## config.mk

```make
export PLATFORM = sky130hd
export DESIGN_NAME = idex_stage_reg_flat
export DESIGN_NICKNAME = d
export VERILOG_FILES = /design/src/rtl/idex_stage_reg_if.sv /design/src/rtl/idex_stage_reg.sv /design/src/flat_wrapper.sv
export SDC_FILE = /design/constraint.sdc
export NUM_CORES = 1
export LEC_CHECK = 0
export ABC_CLOCK_PERIOD_IN_PS = 2050
export CAP_MARGIN = 20
export CELL_PAD_IN_SITES_DETAIL_PLACEMENT = 1
export CELL_PAD_IN_SITES_GLOBAL_PLACEMENT = 2
export CORE_MARGIN = 3
export CORE_UTILIZATION = 24
export DETAILED_ROUTE_END_ITERATION = 10
export HOLD_SLACK_MARGIN = 0.03
export MAX_ROUTING_LAYER = met4
export PLACE_DENSITY = 0.95
export SLEW_MARGIN = 30
export SYNTH_ARGS = -nofsm -noshare
export SYNTH_HDL_FRONTEND = slang
export SYNTH_SLANG_ARGS = --single-unit
export TNS_END_PERCENT = 100
```

## constraint.sdc

```tcl
create_clock -name CLK -period 2.05 [get_ports CLK]
set_input_delay 0.3075 -clock CLK [delete_from_list [all_inputs] [get_ports CLK]]
set_output_delay 0.3075 -clock CLK [all_outputs]
set_load 0.05 [all_outputs]
```

## src/rtl/idex_stage_reg_if.sv

```systemverilog
// -----------------------------------------------------------------------------
// Shared types and the ID/EX pipeline interface.
//
// cpu_types_pkg          : datapath widths (words, register indices, immediates)
// control_unit_types_pkg : control-field encodings plus the packed ID/EX bundle
// idexpipe_if            : one bundle of decode fields plus the en/flush controls
//   modport id : stage-register view of the decode side (everything is input)
//   modport ex : stage-register view of the execute side (bundle fields output)
// -----------------------------------------------------------------------------

package cpu_types_pkg;
  typedef logic [31:0] word_t;
  typedef logic [4:0]  regbits_t;
  typedef logic [4:0]  shamt_t;
  typedef logic [15:0] imm_t;
  typedef logic [5:0]  opfunc_t;
endpackage

package control_unit_types_pkg;
  import cpu_types_pkg::*;

  typedef enum logic [1:0] {
    RD_RT = 2'd0,
    RD_RD = 2'd1,
    RD_RA = 2'd2
  } regdst_t;

  typedef enum logic [1:0] {
    MR_ALU = 2'd0,
    MR_MEM = 2'd1,
    MR_NPC = 2'd2,
    MR_LUI = 2'd3
  } memtoreg_t;

  typedef enum logic [3:0] {
    ALU_SLL  = 4'd0,
    ALU_SRL  = 4'd1,
    ALU_ADD  = 4'd2,
    ALU_SUB  = 4'd3,
    ALU_AND  = 4'd4,
    ALU_OR   = 4'd5,
    ALU_XOR  = 4'd6,
    ALU_NOR  = 4'd7,
    ALU_SLT  = 4'd8,
    ALU_SLTU = 4'd9
  } aluop_t;

  typedef enum logic {
    EXT_ZERO = 1'b0,
    EXT_SIGN = 1'b1
  } extop_t;

  // Everything that crosses the ID/EX boundary, in one packed record.
  typedef struct packed {
    opfunc_t   opfunc;
    regdst_t   RegDst;
    memtoreg_t MemtoReg;
    logic      ALUSrc;
    logic      RegWEN;
    logic      dWENi;
    logic      dRENi;
    aluop_t    ALUOp;
    extop_t    ExtOp;
    logic      halt;
    regbits_t  rs;
    regbits_t  rt;
    regbits_t  rd;
    shamt_t    shamt;
    imm_t      imm;
    word_t     busA;
    word_t     busB;
    word_t     npc;
  } idex_bundle_t;
endpackage

interface idexpipe_if;
  import cpu_types_pkg::*;
  import control_unit_types_pkg::*;

  opfunc_t   opfunc;
  regdst_t   RegDst;
  memtoreg_t MemtoReg;
  logic      ALUSrc;
  logic      RegWEN;
  logic      dWENi;
  logic      dRENi;
  aluop_t    ALUOp;
  extop_t    ExtOp;
  logic      halt;
  regbits_t  rs;
  regbits_t  rt;
  regbits_t  rd;
  shamt_t    shamt;
  imm_t      imm;
  word_t     busA;
  word_t     busB;
  word_t     npc;
  logic      en;
  logic      flush;

  modport id (
    input opfunc, RegDst, MemtoReg, ALUSrc, RegWEN, dWENi, dRENi, ALUOp,
          ExtOp, halt, rs, rt, rd, shamt, imm, busA, busB, npc, en, flush
  );

  modport ex (
    output opfunc, RegDst, MemtoReg, ALUSrc, RegWEN, dWENi, dRENi, ALUOp,
           ExtOp, halt, rs, rt, rd, shamt, imm, busA, busB, npc
  );
endinterface

```

## src/rtl/idex_stage_reg.sv

```systemverilog
// -----------------------------------------------------------------------------
// idex_stage_reg : decode-to-execute pipeline register of the 5-stage MIPS core.
//
// Ports
//   CLK         in   core clock, rising edge
//   nRST        in   asynchronous active-low reset (loads a bubble)
//   idif        in   idexpipe_if.id : decode bundle plus en (advance) / flush
//   exif        out  idexpipe_if.ex : registered copy of the decode bundle
//   valid       out  exif holds a real instruction (0 = bubble)
//   luhaz_stall out  combinational load-use stall request to PC and IF/ID
//
// Edge priority: flush > halt freeze > hold (en=0) > load-use bubble > load.
//
// Build option IDEX_LOADUSE_STALL_EN
//   defined   : load-use comparator and automatic one-bubble insertion
//   undefined : luhaz_stall tied low, load-use resolved elsewhere
// -----------------------------------------------------------------------------

module idex_stage_reg
  import cpu_types_pkg::*;
  import control_unit_types_pkg::*;
(
  input  logic   CLK,
  input  logic   nRST,
  idexpipe_if.id idif,
  idexpipe_if.ex exif,
  output logic   valid,
  output logic   luhaz_stall
);

  // A bubble is an all-zero instruction: no write-back, no memory access.
  function automatic idex_bundle_t bubble_bundle();
    idex_bundle_t b;
    b.opfunc   = 6'd0;
    b.RegDst   = RD_RT;
    b.MemtoReg = MR_ALU;
    b.ALUSrc   = 1'b0;
    b.RegWEN   = 1'b0;
    b.dWENi    = 1'b0;
    b.dRENi    = 1'b0;
    b.ALUOp    = ALU_SLL;
    b.ExtOp    = EXT_ZERO;
    b.halt     = 1'b0;
    b.rs       = 5'd0;
    b.rt       = 5'd0;
    b.rd       = 5'd0;
    b.shamt    = 5'd0;
    b.imm      = 16'd0;
    b.busA     = 32'd0;
    b.busB     = 32'd0;
    b.npc      = 32'd0;
    return b;
  endfunction

  idex_bundle_t r_bundle;
  logic         r_valid;
  idex_bundle_t w_id_bundle;
  idex_bundle_t w_next_bundle;
  logic         w_next_valid;
  logic         w_frozen;
  logic         w_luhaz;

  // Gather the decode-side fields into one record.
  assign w_id_bundle.opfunc   = idif.opfunc;
  assign w_id_bundle.RegDst   = idif.RegDst;
  assign w_id_bundle.MemtoReg = idif.MemtoReg;
  assign w_id_bundle.ALUSrc   = idif.ALUSrc;
  assign w_id_bundle.RegWEN   = idif.RegWEN;
  assign w_id_bundle.dWENi    = idif.dWENi;
  assign w_id_bundle.dRENi    = idif.dRENi;
  assign w_id_bundle.ALUOp    = idif.ALUOp;
  assign w_id_bundle.ExtOp    = idif.ExtOp;
  assign w_id_bundle.halt     = idif.halt;
  assign w_id_bundle.rs       = idif.rs;
  assign w_id_bundle.rt       = idif.rt;
  assign w_id_bundle.rd       = idif.rd;
  assign w_id_bundle.shamt    = idif.shamt;
  assign w_id_bundle.imm      = idif.imm;
  assign w_id_bundle.busA     = idif.busA;
  assign w_id_bundle.busB     = idif.busB;
  assign w_id_bundle.npc      = idif.npc;

  // A valid halt sitting in EX freezes the register until flushed or reset.
  assign w_frozen = r_valid & r_bundle.halt;

`ifdef IDEX_LOADUSE_STALL_EN
  logic w_ex_is_load;
  logic w_rs_match;
  logic w_rt_match;
  logic w_rt_read;

  // Only a real load with a non-zero destination can create a hazard.
  assign w_ex_is_load = r_valid & r_bundle.dRENi & (r_bundle.rt != 5'd0);
  assign w_rs_match   = (r_bundle.rt == idif.rs);
  assign w_rt_match   = (r_bundle.rt == idif.rt);
  // rt is a source for R-type ops (ALUSrc=0) and for stores (store data).
  assign w_rt_read    = ~idif.ALUSrc | idif.dWENi;
  assign w_luhaz      = w_ex_is_load & (w_rs_match | (w_rt_match & w_rt_read));
`else
  assign w_luhaz = 1'b0;
`endif

  assign luhaz_stall = w_luhaz;

  // Next-state selection in edge priority order.
  always_comb begin
    w_next_bundle = r_bundle;
    w_next_valid  = r_valid;
    if (idif.flush) begin
      w_next_bundle = bubble_bundle();
      w_next_valid  = 1'b0;
    end else if (w_frozen) begin
      w_next_bundle = r_bundle;
      w_next_valid  = r_valid;
    end else if (!idif.en) begin
      w_next_bundle = r_bundle;
      w_next_valid  = r_valid;
`ifdef IDEX_LOADUSE_STALL_EN
    end else if (w_luhaz) begin
      // The bubble has dRENi=0, so this fires at most once per load.
      w_next_bundle = bubble_bundle();
      w_next_valid  = 1'b0;
`endif
    end else begin
      w_next_bundle = w_id_bundle;
      w_next_valid  = 1'b1;
    end
  end

  // Stage register with asynchronous reset to a bubble.
  always_ff @(posedge CLK or negedge nRST) begin
    if (!nRST) begin
      r_bundle <= bubble_bundle();
      r_valid  <= 1'b0;
    end else begin
      r_bundle <= w_next_bundle;
      r_valid  <= w_next_valid;
    end
  end

  // Execute side is driven straight from the register.
  assign exif.opfunc   = r_bundle.opfunc;
  assign exif.RegDst   = r_bundle.RegDst;
  assign exif.MemtoReg = r_bundle.MemtoReg;
  assign exif.ALUSrc   = r_bundle.ALUSrc;
  assign exif.RegWEN   = r_bundle.RegWEN;
  assign exif.dWENi    = r_bundle.dWENi;
  assign exif.dRENi    = r_bundle.dRENi;
  assign exif.ALUOp    = r_bundle.ALUOp;
  assign exif.ExtOp    = r_bundle.ExtOp;
  assign exif.halt     = r_bundle.halt;
  assign exif.rs       = r_bundle.rs;
  assign exif.rt       = r_bundle.rt;
  assign exif.rd       = r_bundle.rd;
  assign exif.shamt    = r_bundle.shamt;
  assign exif.imm      = r_bundle.imm;
  assign exif.busA     = r_bundle.busA;
  assign exif.busB     = r_bundle.busB;
  assign exif.npc      = r_bundle.npc;
  assign valid         = r_valid;

endmodule

```

## src/flat_wrapper.sv

```systemverilog
// flat-port wrapper written by rule: the top's interface ports become plain ports
module idex_stage_reg_flat import cpu_types_pkg::*; import control_unit_types_pkg::*;
  (CLK, nRST, valid, luhaz_stall, idif_opfunc, idif_RegDst, idif_MemtoReg, idif_ALUSrc, idif_RegWEN, idif_dWENi, idif_dRENi, idif_ALUOp, idif_ExtOp, idif_halt, idif_rs, idif_rt, idif_rd, idif_shamt, idif_imm, idif_busA, idif_busB, idif_npc, idif_en, idif_flush, exif_opfunc, exif_RegDst, exif_MemtoReg, exif_ALUSrc, exif_RegWEN, exif_dWENi, exif_dRENi, exif_ALUOp, exif_ExtOp, exif_halt, exif_rs, exif_rt, exif_rd, exif_shamt, exif_imm, exif_busA, exif_busB, exif_npc);
  idexpipe_if idif_i ();
  idexpipe_if exif_i ();
  input  logic CLK;
  input  logic nRST;
  output logic valid;
  output logic luhaz_stall;
  input wire logic [$bits(idif_i.opfunc)-1:0] idif_opfunc;
  input wire logic [$bits(idif_i.RegDst)-1:0] idif_RegDst;
  input wire logic [$bits(idif_i.MemtoReg)-1:0] idif_MemtoReg;
  input wire logic [$bits(idif_i.ALUSrc)-1:0] idif_ALUSrc;
  input wire logic [$bits(idif_i.RegWEN)-1:0] idif_RegWEN;
  input wire logic [$bits(idif_i.dWENi)-1:0] idif_dWENi;
  input wire logic [$bits(idif_i.dRENi)-1:0] idif_dRENi;
  input wire logic [$bits(idif_i.ALUOp)-1:0] idif_ALUOp;
  input wire logic [$bits(idif_i.ExtOp)-1:0] idif_ExtOp;
  input wire logic [$bits(idif_i.halt)-1:0] idif_halt;
  input wire logic [$bits(idif_i.rs)-1:0] idif_rs;
  input wire logic [$bits(idif_i.rt)-1:0] idif_rt;
  input wire logic [$bits(idif_i.rd)-1:0] idif_rd;
  input wire logic [$bits(idif_i.shamt)-1:0] idif_shamt;
  input wire logic [$bits(idif_i.imm)-1:0] idif_imm;
  input wire logic [$bits(idif_i.busA)-1:0] idif_busA;
  input wire logic [$bits(idif_i.busB)-1:0] idif_busB;
  input wire logic [$bits(idif_i.npc)-1:0] idif_npc;
  input wire logic [$bits(idif_i.en)-1:0] idif_en;
  input wire logic [$bits(idif_i.flush)-1:0] idif_flush;
  output wire logic [$bits(exif_i.opfunc)-1:0] exif_opfunc;
  output wire logic [$bits(exif_i.RegDst)-1:0] exif_RegDst;
  output wire logic [$bits(exif_i.MemtoReg)-1:0] exif_MemtoReg;
  output wire logic [$bits(exif_i.ALUSrc)-1:0] exif_ALUSrc;
  output wire logic [$bits(exif_i.RegWEN)-1:0] exif_RegWEN;
  output wire logic [$bits(exif_i.dWENi)-1:0] exif_dWENi;
  output wire logic [$bits(exif_i.dRENi)-1:0] exif_dRENi;
  output wire logic [$bits(exif_i.ALUOp)-1:0] exif_ALUOp;
  output wire logic [$bits(exif_i.ExtOp)-1:0] exif_ExtOp;
  output wire logic [$bits(exif_i.halt)-1:0] exif_halt;
  output wire logic [$bits(exif_i.rs)-1:0] exif_rs;
  output wire logic [$bits(exif_i.rt)-1:0] exif_rt;
  output wire logic [$bits(exif_i.rd)-1:0] exif_rd;
  output wire logic [$bits(exif_i.shamt)-1:0] exif_shamt;
  output wire logic [$bits(exif_i.imm)-1:0] exif_imm;
  output wire logic [$bits(exif_i.busA)-1:0] exif_busA;
  output wire logic [$bits(exif_i.busB)-1:0] exif_busB;
  output wire logic [$bits(exif_i.npc)-1:0] exif_npc;
  assign idif_i.opfunc = idif_opfunc;
  assign idif_i.RegDst = idif_RegDst;
  assign idif_i.MemtoReg = idif_MemtoReg;
  assign idif_i.ALUSrc = idif_ALUSrc;
  assign idif_i.RegWEN = idif_RegWEN;
  assign idif_i.dWENi = idif_dWENi;
  assign idif_i.dRENi = idif_dRENi;
  assign idif_i.ALUOp = idif_ALUOp;
  assign idif_i.ExtOp = idif_ExtOp;
  assign idif_i.halt = idif_halt;
  assign idif_i.rs = idif_rs;
  assign idif_i.rt = idif_rt;
  assign idif_i.rd = idif_rd;
  assign idif_i.shamt = idif_shamt;
  assign idif_i.imm = idif_imm;
  assign idif_i.busA = idif_busA;
  assign idif_i.busB = idif_busB;
  assign idif_i.npc = idif_npc;
  assign idif_i.en = idif_en;
  assign idif_i.flush = idif_flush;
  assign exif_opfunc = exif_i.opfunc;
  assign exif_RegDst = exif_i.RegDst;
  assign exif_MemtoReg = exif_i.MemtoReg;
  assign exif_ALUSrc = exif_i.ALUSrc;
  assign exif_RegWEN = exif_i.RegWEN;
  assign exif_dWENi = exif_i.dWENi;
  assign exif_dRENi = exif_i.dRENi;
  assign exif_ALUOp = exif_i.ALUOp;
  assign exif_ExtOp = exif_i.ExtOp;
  assign exif_halt = exif_i.halt;
  assign exif_rs = exif_i.rs;
  assign exif_rt = exif_i.rt;
  assign exif_rd = exif_i.rd;
  assign exif_shamt = exif_i.shamt;
  assign exif_imm = exif_i.imm;
  assign exif_busA = exif_i.busA;
  assign exif_busB = exif_i.busB;
  assign exif_npc = exif_i.npc;
  idex_stage_reg u_core (.CLK(CLK), .nRST(nRST), .idif(idif_i), .exif(exif_i), .valid(valid), .luhaz_stall(luhaz_stall));
endmodule
```

==> results.toml <==
[yosys]
synthCells = 666
synth_top_area_share_pct = 63.5
synth_area_leader_cell = "dfrtp_1"
yosys_register_bits = 153
synth_most_common_cell = "nand2_1"
synth_seq_area_share_pct = 63.5
synth_fp_nets = 822
netlist_area_sq_um = 6030
synth_area_per_cell_sq_um = 9.05
synth-edff-count = 0
synth.top_cells.by_count = "303 x nand2_1, 153 x dfrtp_1, 152 x a21oi_1, 22 x clkbuf_1, 17 x buf_2"
ys.flop_type = "dfrtp_1"
synth_cell_types = 12
async_flop_share_pct = 100
netlist_top_cells_area = "dfrtp_1 64%, nand2_1 19%, a21oi_1 13%"
ys_warn_count = 0

[power_and_ir_drop]
p_int_mw = 5.56
switchingPower_mw = 2.54
ir_worst_vdd_v = 0.000418
switching_share_pct = 31.3
p_seq_share_pct = 40.5
finalPower_mw = 8.10
clkPwrFrac_pct = 37.2
p_comb_share_pct = 22.3
powerDensity_nw_per_um2 = 802
p_leak_nw = 4.28

[clock_tree]
cts_buffers = 17
htree_levels = 4
cts.sinks = 153
tritoncts = "built"
path_clk_slew_ps = 60
worst_skew_pair.late_latency_ps = 410
cts_setup_buffers = 0
clock_path_buffers = 2
cts_root_buf = "clkbuf_16"

[timing]
tns_ps = 0
finalHoldViolations = 0
max_freq_ghz = 0.515
fin_crit_ps = 1940
tightestPinTransition_ps = 649
setup_viol = 0
relSlewSlack_pct = 56.7
period_share_pct = 94.8
fin_worst_skew_ps = 7.98
rsz0062_at_grt = "no"
holdWs_ps = 403
final_max_slew_viol_count = 0

[critical_path]
arrival_ps = 1640
cp_max_fo = 2
critPathKind = "flip-flop to output port"
worst_setup_path_end_kind = "output port"
path_cells = "clkdlybuf4s50_1"
crit_required_ps = 1740
slowest_stage = "clkdlybuf4s50_1"
startpoint_type = "flip-flop"
cpPeakStageDelay_ps = 820
cpLargestDelayFamily = "buffers and inverters"
critPathBufInv = 1

[die]
die_area_sq_um = 27000
fp.dieW_um = 164
io_pins = 310
start_util_pct = 24.6
core_region_area_sq_um = 24500
rows = 57
die_h_um = 164

[global_routing]
grt_max_degree = 94
grt_usage_pct = 16.5
grt_pass1_wl_um = 34100
grt_pass1_vias = 6321
antenna_found_initial = 0
global_route.overflow_total = 0

[place]
dpl-instance-area_sq_um = 9540
gp_congestion = 0.719
io_buffer_count = 308
dpl.hpwl_um = 15400

[final_layout]
fin_nets = 1119
drive_above_1_share_pct = 5.54
postLayoutCoreUtil_pct = 41.3
antennaDiodeCount = 0
syn2layout_area_growth_pct = 67.6
final_area_sq_um = 10100

[route]
wl_per_cell_um = 16.8
wl_um = 21800
vias = 5786
drc = 0
ant_nets = 0
dr.pass1.iters = 4
routed_via_density = 4.46
drt-initial-drc-count = 355

[status]
outcome = "finished clean"

[flow_run]
maxCapViolCount = 0

[worst_hold_path]
hold_path_class = "input pin to flip-flop"
[metal layers]
layer / wire length (um) / track usage [%]
met5: 0 / -
met4: 233 / 3.77
met3: 2170 / 6.40
met2: 10300 / 26.6
met1: 9130 / 19.7
[per-stage QoR]
stage,std cells,setup WS [ps]
after floorplan,666,479
after global placement,1267,174
after detailed placement,1267,89.4
after CTS,1298,71.3
after global routing,1298,36.3
final,1298,107
[worst paths after layout]
path	startpoint	to	slack, ps	cells after the start
hold / removal	idif_flush	u_core.exif.halt	400	3
max in group asynchronous	nRST	u_core.exif.dRENi	1020	3
min in group asynchronous	nRST	u_core.exif.npc[19]	410	2
setup / recovery	u_core.exif.busA[13]	exif_busA[13]	110	1
hold reg to reg	u_core.exif.busB[9]	u_core.exif.busB[9]	520	2
setup reg to reg	u_core.valid	u_core.exif.busB[14]	470	4
[registers in the layout, indices dropped and copies added, names as in the netlist]
| signal | count |
|---|---|
| u_core.exif.ALUOp | 4 |
| u_core.exif.ALUSrc | 1 |
| u_core.exif.ExtOp | 1 |
| u_core.exif.MemtoReg | 2 |
| u_core.exif.RegDst | 2 |
| u_core.exif.RegWEN | 1 |
| u_core.exif.busA | 32 |
| u_core.exif.busB | 32 |
| u_core.exif.dRENi | 1 |
| u_core.exif.dWENi | 1 |
| u_core.exif.halt | 1 |
| u_core.exif.imm | 16 |
| u_core.exif.npc | 32 |
| u_core.exif.opfunc | 6 |
| u_core.exif.rd | 5 |
| u_core.exif.rs | 5 |
| u_core.exif.rt | 5 |
| u_core.exif.shamt | 5 |
| u_core.valid | 1 |
[layout make-up]
class                           instances  area (sq um)
Clock buffer                           18           429
Clock inverter                         12           119
Fill cell                            2824         14400
Inverter                                1          3.75
Multi-Input combinational cell        461          1950
Sequential cell                       153          3830
Tap cell                              324           405
Timing Repair Buffer                  329          3360
[repair_timing]
item                                   4_1_cts  5_1_grt
hold buffers                                 1        0
endpoints found under the hold margin       39        0
resized for setup                            1        0
setup endpoints to repair                    1        0
[power by group through the flow]
stage,clock (mW),sequential (mW),combinational (mW)
after floorplan,0,3.92,0.348
after global placement,0,3.33,1.81
after detailed placement,0,3.34,1.83
after CTS,3.15,3.28,1.83
after global routing,3.28,3.30,1.93
final,3.02,3.28,1.80
[cells in the final DEF (no fill, tap or decap)]
cell and instances:
clkdlybuf4s50_1 304, nand2_1 303, dfrtp_1 153, a21oi_1 152, clkbuf_16 17, buf_4 12
buf_12 10, clkinvlp_4 6, inv_6 5, nor2_1 2, a21boi_4 1, a21bo_4 1
inv_1 1, o21ai_0 1, conb_1 1, clkbuf_1 1, bufinv_16 1, dlygate4sd3_1 1
buf_6 1, dlygate4sd2_1 1
[logic make-up (layout without fill, tap and decap cells)]
group | after synthesis | in the layout | synth area share, %
AOI/OAI and AO/OA | 155 | 155 | 13.1
buffers and inverters | 52 | 360 | 4.34
DFF | 153 | 153 | 63.5
other | 1 | 1 | 0.0622
and+or+nand+nor | 305 | 305 | 19.0
Power figures use the tool's default switching activity.
